## src/rtl/time_keeper_if.sv

```systemverilog
// Control and time-display bundle for time_keeper: the bench drives the
// controls through master, and the clock core sits on slave.
interface time_keeper_if;
  logic       run;
  logic       set_time;
  logic [5:0] key_hour;
  logic [5:0] key_minute;
  logic       inc_h;
  logic       inc_m;
  logic       mode12;
  logic [5:0] hour;
  logic [5:0] minute;
  logic [5:0] second;
  logic [5:0] disp_hour;
  logic       pm;
  logic       sec_tick;
  logic       day_tick;
  logic       load_err;

  modport master (
    output run, set_time, key_hour, key_minute, inc_h, inc_m, mode12,
    input  hour, minute, second, disp_hour, pm, sec_tick, day_tick, load_err
  );

  modport slave (
    input  run, set_time, key_hour, key_minute, inc_h, inc_m, mode12,
    output hour, minute, second, disp_hour, pm, sec_tick, day_tick, load_err
  );
endinterface

```

## src/rtl/time_keeper.sv

```systemverilog
// 24-hour clock. It has a seconds prescaler, a key load, auto-repeat
// hour/minute adjust and a 12-hour display mapping.
module time_keeper #(
  parameter int TICK_DIV      = 100000000,
  parameter int STEP_DIV      = 5000000,
  parameter int TICKS_PER_SEC = 1
) (
  input logic          clk,
  input logic          rst_n,
  time_keeper_if.slave bus
);
  localparam int PW = $clog2(TICK_DIV);
  localparam int RW = $clog2(STEP_DIV);

  logic [PW-1:0] presc, presc_nx;
  logic [RW-1:0] rep_h, rep_m;
  logic          inc_h_d, inc_m_d;
  logic [5:0]    hour, minute, second;
  logic [5:0]    hour_nx, minute_nx, second_nx, disp_nx;
  logic          sec_tick_nx, day_tick_nx, load_err_nx;
  logic          tick, step_h, step_m, load_ok, carry_s, carry_m;
  logic [6:0]    sec_sum;

  always_comb begin
    tick    = bus.run && (presc == PW'(TICK_DIV - 1));
    load_ok = (bus.key_hour <= 6'd23) && (bus.key_minute <= 6'd59);
    // A step fires on the rising edge and then once every STEP_DIV cycles after it.
    step_h  = bus.inc_h && (!inc_h_d || rep_h == RW'(STEP_DIV - 1));
    step_m  = bus.inc_m && (!inc_m_d || rep_m == RW'(STEP_DIV - 1));

    presc_nx    = presc;
    hour_nx     = hour;
    minute_nx   = minute;
    second_nx   = second;
    sec_tick_nx = 1'b0;
    day_tick_nx = 1'b0;
    load_err_nx = 1'b0;
    carry_s     = 1'b0;
    carry_m     = 1'b0;
    sec_sum     = 7'(second) + 7'(TICKS_PER_SEC);

    if (bus.set_time) begin
      if (load_ok) begin
        hour_nx   = bus.key_hour;
        minute_nx = bus.key_minute;
        second_nx = '0;
        presc_nx  = '0;
      end else begin
        load_err_nx = 1'b1;
      end
    end else begin
      if (bus.run)
        presc_nx = tick ? '0 : presc + PW'(1);
      if (tick) begin
        sec_tick_nx = 1'b1;
        if (sec_sum >= 7'd60) begin
          second_nx = 6'(sec_sum - 7'd60);
          carry_s   = 1'b1;
        end else begin
          second_nx = 6'(sec_sum);
        end
      end
      // If a field takes an adjust step, any carry into that same field is
      // dropped, so the field changes by exactly one.
      if (step_m)
        minute_nx = (minute == 6'd59) ? '0 : minute + 6'd1;
      else if (carry_s) begin
        carry_m   = (minute == 6'd59);
        minute_nx = carry_m ? '0 : minute + 6'd1;
      end
      if (step_h)
        hour_nx = (hour == 6'd23) ? '0 : hour + 6'd1;
      else if (carry_m) begin
        day_tick_nx = (hour == 6'd23);
        hour_nx     = day_tick_nx ? '0 : hour + 6'd1;
      end
    end

    if (!bus.mode12)          disp_nx = hour_nx;
    else if (hour_nx == 6'd0) disp_nx = 6'd12;
    else if (hour_nx > 6'd12) disp_nx = hour_nx - 6'd12;
    else                      disp_nx = hour_nx;
  end

  always_ff @(posedge clk) begin
    if (!rst_n) begin
      presc         <= '0;
      rep_h         <= '0;
      rep_m         <= '0;
      inc_h_d       <= 1'b0;
      inc_m_d       <= 1'b0;
      hour          <= '0;
      minute        <= '0;
      second        <= '0;
      bus.disp_hour <= bus.mode12 ? 6'd12 : 6'd0;
      bus.pm        <= 1'b0;
      bus.sec_tick  <= 1'b0;
      bus.day_tick  <= 1'b0;
      bus.load_err  <= 1'b0;
    end else begin
      presc         <= presc_nx;
      inc_h_d       <= bus.inc_h;
      inc_m_d       <= bus.inc_m;
      rep_h         <= (!bus.inc_h || step_h) ? '0 : rep_h + RW'(1);
      rep_m         <= (!bus.inc_m || step_m) ? '0 : rep_m + RW'(1);
      hour          <= hour_nx;
      minute        <= minute_nx;
      second        <= second_nx;
      bus.disp_hour <= disp_nx;
      bus.pm        <= (hour_nx >= 6'd12);
      bus.sec_tick  <= sec_tick_nx;
      bus.day_tick  <= day_tick_nx;
      bus.load_err  <= load_err_nx;
    end
  end

  assign bus.hour   = hour;
  assign bus.minute = minute;
  assign bus.second = second;
endmodule

```

## src/flat_wrapper.sv

```systemverilog
// flat-port wrapper written by rule: the top's interface ports become plain ports
module time_keeper_flat 
#(
  parameter int TICK_DIV      = 100000000,
  parameter int STEP_DIV      = 5000000,
  parameter int TICKS_PER_SEC = 1
)
  (clk, rst_n, bus_run, bus_set_time, bus_key_hour, bus_key_minute, bus_inc_h, bus_inc_m, bus_mode12, bus_hour, bus_minute, bus_second, bus_disp_hour, bus_pm, bus_sec_tick, bus_day_tick, bus_load_err);
  time_keeper_if bus_i ();
  input logic clk;
  input logic rst_n;
  input wire logic [$bits(bus_i.run)-1:0] bus_run;
  input wire logic [$bits(bus_i.set_time)-1:0] bus_set_time;
  input wire logic [$bits(bus_i.key_hour)-1:0] bus_key_hour;
  input wire logic [$bits(bus_i.key_minute)-1:0] bus_key_minute;
  input wire logic [$bits(bus_i.inc_h)-1:0] bus_inc_h;
  input wire logic [$bits(bus_i.inc_m)-1:0] bus_inc_m;
  input wire logic [$bits(bus_i.mode12)-1:0] bus_mode12;
  output wire logic [$bits(bus_i.hour)-1:0] bus_hour;
  output wire logic [$bits(bus_i.minute)-1:0] bus_minute;
  output wire logic [$bits(bus_i.second)-1:0] bus_second;
  output wire logic [$bits(bus_i.disp_hour)-1:0] bus_disp_hour;
  output wire logic [$bits(bus_i.pm)-1:0] bus_pm;
  output wire logic [$bits(bus_i.sec_tick)-1:0] bus_sec_tick;
  output wire logic [$bits(bus_i.day_tick)-1:0] bus_day_tick;
  output wire logic [$bits(bus_i.load_err)-1:0] bus_load_err;
  assign bus_i.run = bus_run;
  assign bus_i.set_time = bus_set_time;
  assign bus_i.key_hour = bus_key_hour;
  assign bus_i.key_minute = bus_key_minute;
  assign bus_i.inc_h = bus_inc_h;
  assign bus_i.inc_m = bus_inc_m;
  assign bus_i.mode12 = bus_mode12;
  assign bus_hour = bus_i.hour;
  assign bus_minute = bus_i.minute;
  assign bus_second = bus_i.second;
  assign bus_disp_hour = bus_i.disp_hour;
  assign bus_pm = bus_i.pm;
  assign bus_sec_tick = bus_i.sec_tick;
  assign bus_day_tick = bus_i.day_tick;
  assign bus_load_err = bus_i.load_err;
  time_keeper #(.TICK_DIV(TICK_DIV), .STEP_DIV(STEP_DIV), .TICKS_PER_SEC(TICKS_PER_SEC)) u_core (.clk(clk), .rst_n(rst_n), .bus(bus_i));
endmodule
```

## config.mk

```make
export PLATFORM = sky130hd
export DESIGN_NAME = time_keeper_flat
export DESIGN_NICKNAME = d
export VERILOG_FILES = /design/src/rtl/time_keeper_if.sv /design/src/rtl/time_keeper.sv /design/src/flat_wrapper.sv
export SDC_FILE = /design/constraint.sdc
export NUM_CORES = 1
export LEC_CHECK = 0
export BUFFER_PORTS_ARGS = -buffer_cell sky130_fd_sc_hd__buf_4
export CORE_ASPECT_RATIO = 0.8
export CORE_UTILIZATION = 50
export DETAILED_ROUTE_END_ITERATION = 12
export PLACE_DENSITY = 0.69
export SYNTH_ARGS = -nofsm -noshare
export SYNTH_HDL_FRONTEND = slang
export SYNTH_SLANG_ARGS = --single-unit
```

## constraint.sdc

```tcl
create_clock -name clk -period 4.5 [get_ports clk]
set_clock_uncertainty 0.1 [all_clocks]
set_input_delay 0.225 -clock clk [delete_from_list [all_inputs] [get_ports clk]]
set_output_delay 0.225 -clock clk [all_outputs]
set_load 0.05 [all_outputs]
```

==> metrics.csv <==
metric;value;unit
setup.worst_path.end_class;flop;
route.final.wire_length;11400;µm
post_cts_buffers;0;
grt_start_max_net_pins;35;
final_max_slew_viol_count;0;
power_frac_clock;0.386;
place_ws;0.821;ns
fin_worst_hold_slack;0.0417;ns
min_period_over_period;0.828;
gpl.final_weighted_congestion;0.822;
core;9810;µm²
post-layout-total-power;1.85;mW
insertedDiodeCount;0;
post-place-cells;812;
initialDrtViolationCount;317;
dieWidth;115;µm
layoutNonFillerInstCount;827;
r2r-end;u_core.bus.disp_hour[5];
placement.io_buffers;46;
synth-warning-count;0;
reg2reg_slack;0.78;ns
cts_htree_levels;3;
via_count_of_the_first_global_routing_pass;4233;
worst-r2r-cell-count;12;
hold_path_startpoint;bus_inc_h;
route.detailed.vias_per_inst;5.47;
number_of_flops_mapped_to_enable_cells_by_yosys;0;
synth.largest_area_cell;sky130_fd_sc_hd__dfxtp_1;
switching_power_total;0.473;mW
pwr_density_cell;317;nW/µm²
detail_route.wl_per_cell;13.7;µm
cts_tree;yes;
ys_seq_area_frac;0.402;
synth_largest_type_area_fraction;0.402;
route.detailed.drc;0;
yosys-top-cells-count;sky130_fd_sc_hd__nor2_1 (119), sky130_fd_sc_hd__dfxtp_1 (103), sky130_fd_sc_hd__nand2_1 (75), sky130_fd_sc_hd__nand3_1 (40), sky130_fd_sc_hd__xor2_1 (33);
crit-reg2reg-launch;u_core.bus.second[0];
seq_power_share;0.509;
areaGrowthSynthToFinish;13.8;%
final.setup.worst_slack;0.775;ns
holdPathEnd;u_core.inc_h_d;
regArea;2060;µm²
initial_utilization;0.523;
placement_rows;32;
data_required_time_of_the_critical_path;4.63;ns
syn-mean-instance-area;7.86;µm²
synth_area_leaders;sky130_fd_sc_hd__dfxtp_1 (40%), sky130_fd_sc_hd__nor2_1 (8.7%), sky130_fd_sc_hd__xor2_1 (5.6%);
final_layout_fill_cell_count;914;
chipHeight;92.6;µm
tightestPinTransition;0.819;ns
hold_path_depth;2;
vdd_drop_max;0.000181;V
fin_crit;3.72;ns
first_pass_iters;4;
globalRoute.totalOverflow;0;
via_count;4526;
cts.sink_count;103;
post_synthesis_cell_area;5130;µm²
post_cts.resized_instances;0;
outcome;completed;
max-clock-path-buffers;2;
cap_violations;0;
p_int;1.38;mW
timing.final.hold_violations;0;
clkLatencyLatePin;0.34;ns
sw_frac_of_total;0.255;
netlist_instances;652;
path_clk_slew;0.07;ns
finalNetCount;716;
slew_headroom;0.454;
clock_tree.root_cell;sky130_fd_sc_hd__clkbuf_16;
crit_arrival;3.86;ns
setup_violating_endpoint_count_in_the_final_report;0;
worst-setup-path-type;reg2reg;
power.static_leakage;2.19;nW
cts_made_buffers;9;
synth_ff_type;sky130_fd_sc_hd__dfxtp_1;
number_of_hold_repair_buffers_added_at_the_cts_stage;0;
comb_power_share;0.106;
yosys_reg_bits;103;
number_of_antenna_violations_at_the_first_check_in_global_routing;0;
rsz_0062_raised_after_global_routing;no;
crit_fanout;8;
syn_nets;681;
grt_first_pass_wirelength;19400;µm
max_clock_freq;0.268;GHz
synth_most_common_cell;sky130_fd_sc_hd__nor2_1;
die_area;10700;µm²
multiInputGateArea;2910;µm²
grt_util_all_layers;0.227;
timing.hold.worst.class;in2reg;
top_ports;47;
route.antenna.remaining_nets;0;
netlist-cell-type-count;54;
post_route_cells_drive_above_1_share;0.104;
start_kind;flop;
detailedPlacementHpwl;8060;µm
async_flop_share;0;
final.setup.tns;0;ns
-- layer usage --
| metal | wire length (µm) | global-route usage | up-vias |
|---|---|---|---|
| met5 | 0 | 0 | - |
| met4 | 182 | 0.0725 | 0 |
| met3 | 448 | 0.0497 | 18 |
| met2 | 5200 | 0.376 | 79 |
| met1 | 5520 | 0.293 | 2074 |
| li1 | - | - | 2355 |
-- logic make-up (layout without fill, tap and decap cells) --
family	count (synthesis)	count (layout)	share of synthesized area
muxes	7	7	0.0144
adders and majority gates	10	10	0.0244
buffers and inverters	41	80	0.0300
xor gates and xnor gates	53	53	0.0906
DFF	103	103	0.402
AOI/OAI and AO/OA	101	101	0.122
and+or+nand+nor	337	337	0.316
-- placed cells by master, fill, tap and decap left out, types with 3 or more instances in the layout --
| cell | n |
|---|---|
| sky130_fd_sc_hd__xor2_1 | 33 |
| sky130_fd_sc_hd__nand2b_1 | 3 |
| sky130_fd_sc_hd__nor3_1 | 16 |
| sky130_fd_sc_hd__a22oi_1 | 6 |
| sky130_fd_sc_hd__nor2_1 | 119 |
| sky130_fd_sc_hd__o21ai_0 | 30 |
| sky130_fd_sc_hd__nor2b_1 | 3 |
| sky130_fd_sc_hd__or4_1 | 3 |
| sky130_fd_sc_hd__inv_1 | 16 |
| sky130_fd_sc_hd__o21a_1 | 4 |
| sky130_fd_sc_hd__clkbuf_16 | 9 |
| sky130_fd_sc_hd__a311oi_1 | 4 |
| sky130_fd_sc_hd__and2_1 | 8 |
| sky130_fd_sc_hd__xnor2_1 | 20 |
| sky130_fd_sc_hd__and4_1 | 6 |
| sky130_fd_sc_hd__ha_1 | 10 |
| sky130_fd_sc_hd__a21oi_1 | 30 |
| sky130_fd_sc_hd__nand3_1 | 40 |
| sky130_fd_sc_hd__dfxtp_1 | 103 |
| sky130_fd_sc_hd__nand4_1 | 24 |
| sky130_fd_sc_hd__mux2i_1 | 4 |
| sky130_fd_sc_hd__or3_1 | 7 |
| sky130_fd_sc_hd__and3_1 | 17 |
| sky130_fd_sc_hd__a31oi_1 | 6 |
| sky130_fd_sc_hd__mux2_2 | 3 |
| sky130_fd_sc_hd__buf_4 | 49 |
| sky130_fd_sc_hd__nand4b_1 | 3 |
| sky130_fd_sc_hd__nand2_1 | 75 |
-- power by group through the flow --
stage | logic [mW] | registers [mW] | clock network, mW
floorplan | 0.0872 | 1.01 | 0
global placement | 0.193 | 0.963 | 0
detailed placement | 0.196 | 0.963 | 0
CTS | 0.196 | 0.942 | 0.734
global route | 0.214 | 0.944 | 0.768
finish | 0.196 | 0.942 | 0.714
-- worst max path at each step --
stage | slack, ns | cells after the start | from | end
after floorplan | 0.72 | 13 | u_core.bus.second[0] | u_core.bus.disp_hour[5]
after global placement | 0.99 | 12 | u_core.bus.second[0] | u_core.bus.disp_hour[5]
after detailed placement | 0.82 | 12 | u_core.bus.second[0] | u_core.bus.disp_hour[5]
after CTS | 0.79 | 12 | u_core.bus.second[0] | u_core.bus.disp_hour[5]
after global routing | 0.44 | 15 | u_core.bus.second[0] | u_core.bus.disp_hour[2]
final | 0.78 | 12 | u_core.bus.second[0] | u_core.bus.disp_hour[5]
-- flip-flops by register name, indices dropped and copies added, names as in the netlist --
name	cells
u_core.bus.disp_hour	6
u_core.rep_h	23
u_core.bus.day_tick	1
u_core.bus.hour	6
u_core.bus.minute	6
u_core.bus.second	6
u_core.bus.pm	1
u_core.presc	27
u_core.inc_h_d	1
u_core.inc_m_d	1
u_core.rep_m	23
u_core.bus.load_err	1
u_core.bus.sec_tick	1
-- final cells by class --
class | count | share of cell area
timing repair buffer | 49 | 0.0630
inverter | 16 | 0.0103
clock buffer | 12 | 0.0422
sequential | 103 | 0.353
clock inverter | 3 | 0.00322
multi-input combinational | 508 | 0.499
tap | 136 | 0.0292
-- metrics by stage --
step	area, µm²	util
2_1_floorplan	5130	-
3_3_place_gp	5570	0.568
3_5_place_dp	5570	0.568
4_1_cts	5840	0.595
5_1_grt	5840	0.595
6_report	5840	0.595
-- critical path, stage by stage (launching register included) --
cell	delay (ns)
sky130_fd_sc_hd__dfxtp_1	0.46
sky130_fd_sc_hd__ha_1	0.38
sky130_fd_sc_hd__xor2_1	0.21
sky130_fd_sc_hd__ha_1	0.22
sky130_fd_sc_hd__nand4b_1	0.11
sky130_fd_sc_hd__a41oi_1	0.21
sky130_fd_sc_hd__o21ai_0	0.13
sky130_fd_sc_hd__a221o_1	0.45
sky130_fd_sc_hd__a21oi_1	0.20
sky130_fd_sc_hd__mux2_2	0.37
sky130_fd_sc_hd__a31oi_1	0.31
sky130_fd_sc_hd__nor2_1	0.09
sky130_fd_sc_hd__o311a_1	0.37
No activity file was read; power rests on OpenSTA's default activity.
